$ cat config.mk
export PLATFORM = sky130hd
export DESIGN_NAME = seq_restoring_divider
export DESIGN_NICKNAME = d
export VERILOG_FILES = /design/src/rtl/seq_restoring_divider.sv
export SDC_FILE = /design/constraint.sdc
export NUM_CORES = 1
export LEC_CHECK = 0
export BUFFER_PORTS_ARGS = -buffer_cell sky130_fd_sc_hd__buf_2
export CORE_ASPECT_RATIO = 1.75
export CORE_MARGIN = 3
export CORE_UTILIZATION = 50
export CTS_CLUSTER_DIAMETER = 150
export DETAILED_ROUTE_END_ITERATION = 8
export GPL_ROUTABILITY_DRIVEN = 1
export HOLD_SLACK_MARGIN = 0.1
export PLACE_DENSITY = 0.72
export SLEW_MARGIN = 20
export SYNTH_ARGS = -nofsm -noshare
export SYNTH_HDL_FRONTEND = slang
export SYNTH_SLANG_ARGS = --single-unit
export TNS_END_PERCENT = 100
$ cat constraint.sdc
create_clock -name clk -period 11.9 [get_ports clk]
set_input_delay 2.38 -clock clk [delete_from_list [all_inputs] [get_ports clk]]
set_output_delay 2.38 -clock clk [all_outputs]
set_load 0.02 [all_outputs]
$ cat src/rtl/seq_restoring_divider.sv
// Iterative restoring divider: one quotient bit per clock through a WIDTH+1-bit ripple subtractor.
// Optional signed mode enabled by defining DIV_SIGNED_EN (adds the div_signed input).
module seq_restoring_divider #(
  parameter int unsigned WIDTH = 8
) (
  input  logic             clk,
  input  logic             rst_n,
  input  logic             in_valid,
  output logic             in_ready,
  input  logic [WIDTH-1:0] dividend,
  input  logic [WIDTH-1:0] divisor,
`ifdef DIV_SIGNED_EN
  input  logic             div_signed,
`endif
  output logic             out_valid,
  input  logic             out_ready,
  output logic [WIDTH-1:0] quotient,
  output logic [WIDTH-1:0] remainder,
  output logic             div_by_zero
);

  localparam int unsigned CW = (WIDTH > 1) ? $clog2(WIDTH) : 1;

  typedef enum logic [1:0] {IDLE, CALC, OUT} state_t;

  state_t           state_q, state_d;
  logic [WIDTH-1:0] q_q, q_d;
  logic [WIDTH-1:0] d_q, d_d;
  logic [WIDTH-1:0] r_q, r_d;
  logic [CW-1:0]    cnt_q, cnt_d;
  logic [WIDTH-1:0] quot_d, rem_d;
  logic             dbz_d;

  logic [WIDTH:0]   rs, sub_b, diff;
  logic [WIDTH:0]   carry;
  logic [WIDTH-1:0] q_it, r_it;

`ifdef DIV_SIGNED_EN
  logic neg_quot_q, neg_quot_d;
  logic neg_rem_q, neg_rem_d;
  logic dvd_neg, dvs_neg;

  function automatic logic [WIDTH-1:0] negate(input logic [WIDTH-1:0] x);
    return (~x) + WIDTH'(1);
  endfunction
`endif

  // One restoring step: shift in the next dividend bit, trial-subtract the divisor.
  always_comb begin
    rs    = {r_q, q_q[WIDTH-1]};
    sub_b = ~{1'b0, d_q};
    carry = '0;
    diff  = '0;
    carry[0] = 1'b1;
    for (int i = 0; i < int'(WIDTH); i++) begin
      diff[i]    = rs[i] ^ sub_b[i] ^ carry[i];
      carry[i+1] = (rs[i] & sub_b[i]) | (carry[i] & (rs[i] ^ sub_b[i]));
    end
    diff[WIDTH] = rs[WIDTH] ^ sub_b[WIDTH] ^ carry[WIDTH];
    q_it = {q_q[WIDTH-2:0], ~diff[WIDTH]};
    r_it = diff[WIDTH] ? rs[WIDTH-1:0] : diff[WIDTH-1:0];
  end

  // Next-state and next-output logic.
  always_comb begin
    state_d = state_q;
    q_d     = q_q;
    d_d     = d_q;
    r_d     = r_q;
    cnt_d   = cnt_q;
    quot_d  = quotient;
    rem_d   = remainder;
    dbz_d   = div_by_zero;
`ifdef DIV_SIGNED_EN
    neg_quot_d = neg_quot_q;
    neg_rem_d  = neg_rem_q;
    dvd_neg    = div_signed & dividend[WIDTH-1];
    dvs_neg    = div_signed & divisor[WIDTH-1];
`endif
    unique case (state_q)
      IDLE: begin
        if (in_valid) begin
`ifdef DIV_SIGNED_EN
          q_d        = dvd_neg ? negate(dividend) : dividend;
          d_d        = dvs_neg ? negate(divisor) : divisor;
          neg_quot_d = dvd_neg ^ dvs_neg;
          neg_rem_d  = dvd_neg;
`else
          q_d = dividend;
          d_d = divisor;
`endif
          r_d     = '0;
          cnt_d   = '0;
          state_d = CALC;
        end
      end
      CALC: begin
        // A zero divisor resolves on the first CALC cycle without iterating.
        if (d_q == '0) begin
          state_d = OUT;
          quot_d  = '1;
          dbz_d   = 1'b1;
`ifdef DIV_SIGNED_EN
          rem_d = neg_rem_q ? negate(q_q) : q_q;
`else
          rem_d = q_q;
`endif
        end else begin
          q_d   = q_it;
          r_d   = r_it;
          cnt_d = cnt_q + CW'(1);
          if (cnt_q == CW'(WIDTH - 1)) begin
            state_d = OUT;
            dbz_d   = 1'b0;
`ifdef DIV_SIGNED_EN
            quot_d = neg_quot_q ? negate(q_it) : q_it;
            rem_d  = neg_rem_q ? negate(r_it) : r_it;
`else
            quot_d = q_it;
            rem_d  = r_it;
`endif
          end
        end
      end
      OUT: begin
        if (out_ready) state_d = IDLE;
      end
      default: state_d = IDLE;
    endcase
  end

  always_ff @(posedge clk or negedge rst_n) begin
    if (!rst_n) begin
      state_q     <= IDLE;
      q_q         <= '0;
      d_q         <= '0;
      r_q         <= '0;
      cnt_q       <= '0;
      in_ready    <= 1'b1;
      out_valid   <= 1'b0;
      quotient    <= '0;
      remainder   <= '0;
      div_by_zero <= 1'b0;
`ifdef DIV_SIGNED_EN
      neg_quot_q  <= 1'b0;
      neg_rem_q   <= 1'b0;
`endif
    end else begin
      state_q     <= state_d;
      q_q         <= q_d;
      d_q         <= d_d;
      r_q         <= r_d;
      cnt_q       <= cnt_d;
      in_ready    <= (state_d == IDLE);
      out_valid   <= (state_d == OUT);
      quotient    <= quot_d;
      remainder   <= rem_d;
      div_by_zero <= dbz_d;
`ifdef DIV_SIGNED_EN
      neg_quot_q  <= neg_quot_d;
      neg_rem_q   <= neg_rem_d;
`endif
    end
  end

endmodule

==> summary.md, run 1 <==
| Metric | Value |
|---|---|
| Status | finished clean |
| # DRC | 0 |
| Synth Cell Area | 2350 um2 |
| Sequential fraction of the synthesis area | 51.1% |
| Min-Delay Path Class | reg2reg |
| Main area contributors after synthesis | dfrtp_1 50%, fa_1 6.0%, nand2_1 5.6%, o21ai_0 3.8%, nand3_1 3.2% |
| Worst-path clk slew | 90 ps |
| Post-route cell area | 2670 um2 |
| H-tree levels | 2 |
| Setup repair bufs after CTS | 0 |
| # fillers | 405 |
| CP required | 12090 ps |
| Worst vdd ir | 0.225 mV |
| Sum of negative setup slack | 0 ps |
| Syn. warnings | 0 |
| Avg Inst Size Synth | 10.5 um2 |
| Area grow syn2layout | 13.3% |
| Longest Clk Path Bufs | 2 |
| Number of synthesized flops with an enable pin | 0 |
| Hold Buf Count CTS | 0 |
| Final nets | 289 |
| Largest net degree at the start of global routing | 49 |
| Count of maximum capacitance violations | 0 |
| Synthesized net count | 254 |
| Final max-slew violation count | 0 |
| Global-route wire length before repair | 8440 um |
| Die Area | 5600 um2 |
| CTS tree | built |
| Antenna diodes | 0 |
| R2R cell count | 18 |
| Num CTS Buffers | 5 |
| Pwr dens | 328 nW/um2 |
| Placeable Area | 4480 um2 |
| CP Max Fanout | 13 |
| Reg2Reg Setup Slack | 7390 ps |
| Die Y | 96.8 um |
| WHS Endpoint | div_by_zero |
| CTS root buffer | clkbuf_8 |
| Post-synth top cells | 47 x dfrtp_1, 35 x nand2_1, 18 x o21ai_0 |
| Startpoint types | flop |
| Slew Limit Headroom | 37.5% |
| Static leakage | 1.32 nW |
| Iteration-0 DRC Markers | 54 |
| HP Start | div_by_zero |
| Setup violators final | 0 |
| Initial antenna violation count | 0 |
| Leading area contributor after synthesis | dfrtp_1 |
| Netlist cell types | 40 |
| Total Wirelength | 4920 um |
| Initial Util | 52.5% |
| Worst setup path class | reg2reg |
| Hold Path Depth | 2 |
| CP endpoint kind | flop |
| Clock Latency Late Sink | 300 ps |
| Post-synth top area share | 50.0% |
| Post-DR wirelength/cell | 15.8 um |
| Vias in the first global route | 1795 |
| Pre-antenna DRT Iters | 4 |
| # rows | 32 |
| Crit. Startpoint | q_q[7] |
| Global route total overflow | 0 |
| # IOs | 39 |
| PortBufs | 38 |
| Top-count cell post-synth | dfrtp_1 |
| # clock sinks | 48 |
| Chip width | 57.9 um |
| Worst-Margin Slew | 936 ps |
| Post-layout minimum cycle time | 4510 ps |
| Layout cells sized above 1 | 23.1% |
| Dpl cell area | 2550 um2 |
| #FFs+latches synth | 48 |
| CTS resizes | 0 |
| ANT nets after route | 0 |
| Skew final | 5.12 ps |
| RSZ-0062 raised after global routing | false |
| Fin. Hold Viols | 0 |
| Placer congestion estimate | 0.799 |
| Vias per inst | 5.64 |
| HPWL Detailed | 3570 um |
| Most used DFF post-synth | dfrtp_1 |
| Crit share post-route | 37.9% |
| Post-Syn Instances | 224 |
| Crit Reg-Reg Startpoint | q_q[7] |
| Global Route Usage Sum | 19.3% |
| Synth async-reset ratio | 100% |
| WP data arrival | 4700 ps |
| Reg-to-reg endpoint | remainder[4] |
| Via count | 1753 |
| Peak Freq | 0.222 GHz |
## logic make-up after synthesis
family                   share of synthesized area [%]
AND/OR/NAND/NOR                                   17.3
AO/OA/AOI/OAI                                     16.7
flip-flops                                        51.1
buffers and inverters                             4.84
adder cells (fa/ha/maj)                           7.55
multiplexers                                      2.13
XOR/XNOR                                         0.372
## critical path, cell delays in order (launching register included)
cell and delay (ps):
dfrtp_1 410, inv_1 80, ha_1 140, inv_1 40, fa_1 350, inv_1 80, fa_1 160, inv_1 50
fa_1 370, fa_1 390, fa_1 370, inv_1 70, fa_1 160, inv_1 50, fa_1 400, xnor2_2 560
mux2i_1 360, nor3_1 70, a221o_1 280
## placed cells by master (no fill, tap or decap), drive strengths merged, types with 2 or more instances in the layout
cell type	synthesis	layout
a211oi	3	3
fa	7	7
o2bb2ai	3	3
o22ai	2	2
ha	3	3
a21oi	12	12
nor3	6	6
inv	13	13
clkbuf	4	6
nand2	36	36
a221o	7	7
a22o	2	2
mux2i	5	5
or4	2	2
or2	3	3
nand2b	2	2
and2	9	9
buf	7	39
o21ai	20	20
a21o	3	3
nor2	5	5
dfrtp	47	47
nand3	15	15
## metal layers
metal  up-vias  wire length, um  share of wire (%)  track usage (%)
li1        850                -                  -                -
met1       856             1950                 40             23.7
met2        41             2680                 55             32.7
met3         6              217                4.4             3.87
met4         0               74                1.5             7.32
met5         -                0                  0                0
## metrics by stage
| step | std cells | hold WS (ps) | util [%] | setup WS (ps) | total power (W) |
|---|---|---|---|---|---|
| 4_1_cts | 311 | 485 | 59.3 | 7020 | 0.000880 |
| 6_report | 311 | 478 | 59.5 | 7390 | 0.000875 |
| 3_3_place_gp | 303 | 453 | 56.9 | 7140 | 0.000752 |
| 3_5_place_dp | 303 | 463 | 56.9 | 7050 | 0.000764 |
| 5_1_grt | 311 | 520 | 59.5 | 7030 | 0.000954 |
| 2_1_floorplan | 224 | 466 | - | 7810 | 0.000653 |
## power by group
part	internal (W)	switching, W	total [W]
Combinational	0.000187	0.000279	0.000466
Sequential	0.000242	0.0000517	0.000293
Clock	0.0000624	0.0000524	0.000115
Total	0.000491	0.000383	0.000875
## flip-flops by register name, indices dropped and copies added, names as in the netlist
| signal | flops |
|---|---|
| d_q | 8 |
| q_q | 8 |
| quotient | 8 |
| r_q | 8 |
| remainder | 8 |
| cnt_q | 3 |
| state_q | 2 |
| div_by_zero | 1 |
| in_ready | 1 |
| out_valid | 1 |
## final cells by class
cell class,instances,area (um2),area share (%)
Sequential cell,48,1200,45.1
Multi-Input combinational cell,152,1040,39.2
Timing Repair Buffer,39,200,7.50
Clock buffer,6,72.6,2.72
Tap cell,51,63.8,2.39
Inverter,13,48.8,1.83
Clock inverter,2,35.0,1.31
## worst max-delay path by stage
stage,endpoint,slack [ps],cells after the start
2_1_floorplan,remainder[3],7810,19
3_3_place_gp,remainder[7],7140,18
3_5_place_dp,remainder[7],7050,18
4_1_cts,remainder[7],7020,18
5_1_grt,remainder[7],7030,18
6_report,remainder[4],7390,18
Note: power is estimated with default switching activity, not from simulation.
==> run 2, diff against run 1 <==
--- a/config.mk
+++ b/config.mk
@@ -5,6 +5,7 @@
 export SDC_FILE = /design/constraint.sdc
 export NUM_CORES = 1
 export LEC_CHECK = 0
+export ABC_AREA = 1
 export BUFFER_PORTS_ARGS = -buffer_cell sky130_fd_sc_hd__buf_2
 export CORE_ASPECT_RATIO = 1.75
 export CORE_MARGIN = 3
==> constraint.sdc (replaced) <==
create_clock -name clk -period 4.3 [get_ports clk]
set_input_delay 0.86 -clock clk [delete_from_list [all_inputs] [get_ports clk]]
set_output_delay 0.86 -clock clk [all_outputs]
set_load 0.02 [all_outputs]
==> run 2 against run 1 <==
Total power up 140%. Sequential power rose to 2.6 times the previous value. Critical path depth up 4. Register-to-register slack worse by 7000 ps. Highest routed layer unchanged. Largest power group unchanged. Cell count up 26%.
==> summary.md, run 2 <==
| Metric | Value |
|---|---|
| CP Max Fanout | 9 (-4) |
| Longest Clk Path Bufs | 2 (unchanged) |
| Syn. warnings | 0 (unchanged) |
| Largest net degree at the start of global routing | 49 (unchanged) |
| Post-DR wirelength/cell | 14.8 um (-6.1%) |
| Placer congestion estimate | 0.854 (+6.8%) |
| Vias in the first global route | 2124 (+18%) |
| RSZ-0062 raised after global routing | false |
| Sum of negative setup slack | 0 ps (unchanged) |
| Commonest non-fill, non-tap cells in the layout | 125 x nand2_1, 47 x dfrtp_1, 46 x nand3_1 |
| Core Util, Final | 59.5% (about the same) |
| Area grow syn2layout | 12.1% |
| Global route total overflow | 0 (unchanged) |
| Setup repair bufs after CTS | 0 (unchanged) |
| Final max-slew violation count | 0 (unchanged) |
| Min-Delay Path Class | reg2reg |
| Post-synth top area share | 45.9% (-4.1 points) |
| Worst-path clk slew | 90 ps (about the same) |
| Number of synthesized flops with an enable pin | 0 (unchanged) |
| Synthesized net count | 335 (+32%) |
| Total Wirelength | 5820 um (+18%) |
| Pre-antenna DRT Iters | 4 (unchanged) |
| #FFs+latches synth | 48 (unchanged) |
| Post-layout minimum cycle time | 3950 ps (-559 ps) |
| Skew final | 6.93 ps (+1.81 ps) |
| Static leakage | 1.71 nW (+30%) |
| Count of maximum capacitance violations | 0 (unchanged) |
| Peak Freq | 0.253 GHz (+14%) |
| Global-route wire length before repair | 9660 um (+14%) |
| Status | finished clean |
| Avg Inst Size Synth | 8.41 um2 (-20%) |
| # clock sinks | 48 (unchanged) |
| CP endpoint kind | flop |
| CTS tree | built |
| Antenna diodes | 0 (unchanged) |
| Reg2Reg Setup Slack | 350 ps (-7040 ps) |
| Placed cell count | 384 (+27%) |
| Main area contributors after synthesis | dfrtp_1 46%, nand2_1 18%, nand3_1 9.0%, fa_1 5.5%, o211ai_2 3.9% |
| # IOs | 39 (unchanged) |
| Synth async-reset ratio | 100% (unchanged) |
| PortBufs | 38 (unchanged) |
| Pwr dens | 715 nW/um2 (+120%) |
| Tot Pwr | 0.00206 W (+140%) |
| ANT nets after route | 0 (unchanged) |
| Worst setup path class | reg2reg |
| Iteration-0 DRC Markers | 47 (-13%) |
| Crit share post-route | 92.0% (+54 points) |
| Num CTS Buffers | 5 (unchanged) |
| Fin. Hold Viols | 0 (unchanged) |
| H-tree levels | 2 (unchanged) |
| # rows | 33 (+3.1%) |
| Via count | 2118 (+21%) |
| Slew Limit Headroom | 51.7% (+14 points) |
| Non-Filler Instances | 392 (+26%) |
| CTS resizes | 0 (unchanged) |
| Die Y | 101 um (+4.1%) |
| # DRC | 0 (unchanged) |
| Worst-Margin Slew | 723 ps (-213 ps) |
| Dpl cell area | 2750 um2 (+7.7%) |
| Hold Buf Count CTS | 0 (unchanged) |
| Die Area | 6060 um2 (+8.2%) |
| Final nets | 369 (+28%) |
| Most used DFF post-synth | dfrtp_1 |
| HPWL Detailed | 4230 um (+19%) |
| Sequential fraction of the synthesis area | 46.9% (-4.2 points) |
| Initial antenna violation count | 0 (unchanged) |
| Setup violators final | 0 (unchanged) |
| Startpoint types | flop |
| Synth Cell Area | 2560 um2 (+9.0%) |
| CTS root buffer | clkbuf_8 |
| Vias per inst | 5.40 (-4.1%) |
| Worst vdd ir | 0.413 mV (+84%) |
| Chip width | 60.1 um (+3.9%) |
| Post-route cell area | 2880 um2 (+7.8%) |
| Placeable Area | 4830 um2 (+7.7%) |
| Global Route Usage Sum | 21.2% (+1.9 points) |
| Commonest non-fill, non-tap cell in the layout | nand2_1 |
| Post-Syn Instances | 305 (+36%) |
| WP data arrival | 4150 ps (-550 ps) |
| CP required | 4490 ps (-7600 ps) |
| Top-count cell post-synth | nand2_1 |
| Netlist cell types | 22 (-45%) |
| Initial Util | 53.1% (+0.61 points) |
| Post-synth top cells | 125 x nand2_1, 47 x dfrtp_1, 46 x nand3_1 |
| Layout cells sized above 1 | 20.9% (-2.2 points) |
| Leading area contributor after synthesis | dfrtp_1 |
| Clock Latency Late Sink | 300 ps (about the same) |
run 2: cell count changes after synthesis, sizes merged, moves of 4 or more:
cell	change
nor3	-6
o21ai	-20
nand2	+97
inv	+12
o211ai	+7
a21oi	-7
mux2i	-5
and2	-9
nor2	+9
nand3	+32
a221o	-7
buf	+4
clkbuf	-4
run 2: cells by family (layout without fill, tap and decap cells):
| group | count (synthesis) | after routing | share of synthesized area [%] |
|---|---|---|---|
| DFF | 48 | 48 | 46.9 |
| buffers and inverters | 36 | 71 | 6.54 |
| muxes | 3 | 3 | 1.32 |
| and+or+nand+nor | 195 | 195 | 33.5 |
| AOI/OAI and AO/OA | 13 | 13 | 4.88 |
| adders and majority gates | 10 | 10 | 6.93 |
run 2: final cells by class:
class	instances	area, um2
clock buffer	7	96.3
clock inverter	1	30.0
fill	428	1960
inverter	25	93.8
multi-input combinational	221	1190
sequential	48	1200
tap	52	65.1
timing repair buffer	38	193
run 2: worst max-delay path, cell delays in order (launching register included):
cell and delay (ps):
dfrtp_1 410, inv_1 70, ha_1 130, inv_1 50, fa_1 350, inv_1 80, fa_1 160, inv_1 50
fa_1 390, fa_1 400, fa_1 360, inv_1 80, fa_1 160, inv_1 50, fa_1 400, inv_1 90
nand2_1 190, nand3_1 140, nand2_1 90, nand2_1 60, nand2_1 50, nand2_1 50, nand2_1 50
run 2: where the power goes:
part / leakage, nW / switching, W / internal (W) / total [W]
registers: 0.616 / 0.000129 / 0.000630 / 0.000759
clock network: 0.0645 / 0.000151 / 0.000205 / 0.000356
logic: 1.03 / 0.000610 / 0.000331 / 0.000941
total: 1.71 / 0.000890 / 0.00117 / 0.00206
run 2: path summary, 6_finish.rpt:
check	start	to	cells past startpoint
setup / recovery	q_q[7]	remainder[5]	22
setup reg to reg	q_q[7]	remainder[5]	22
max in group asynchronous	rst_n	q_q[7]	1
min in group asynchronous	rst_n	cnt_q[1]	1
hold reg to reg	div_by_zero	div_by_zero	2
hold / removal	div_by_zero	div_by_zero	2
run 2: per-stage QoR:
step	worst slack (ps)	hold slack (ps)
finish	346	482
floorplan	683	473
global placement	475	460
global route	28.0	522
CTS	342	485
detailed placement	317	461
run 2: metal layers:
| layer | up-vias | GRT usage (%) | wire length (um) |
|---|---|---|---|
| li1 | 1029 | - | - |
| met2 | 50 | 38.2 | 3230 |
| met4 | 0 | 11.3 | 212 |
| met3 | 12 | 3.08 | 187 |
| met5 | - | 0 | 0 |
| met1 | 1027 | 22.9 | 2190 |
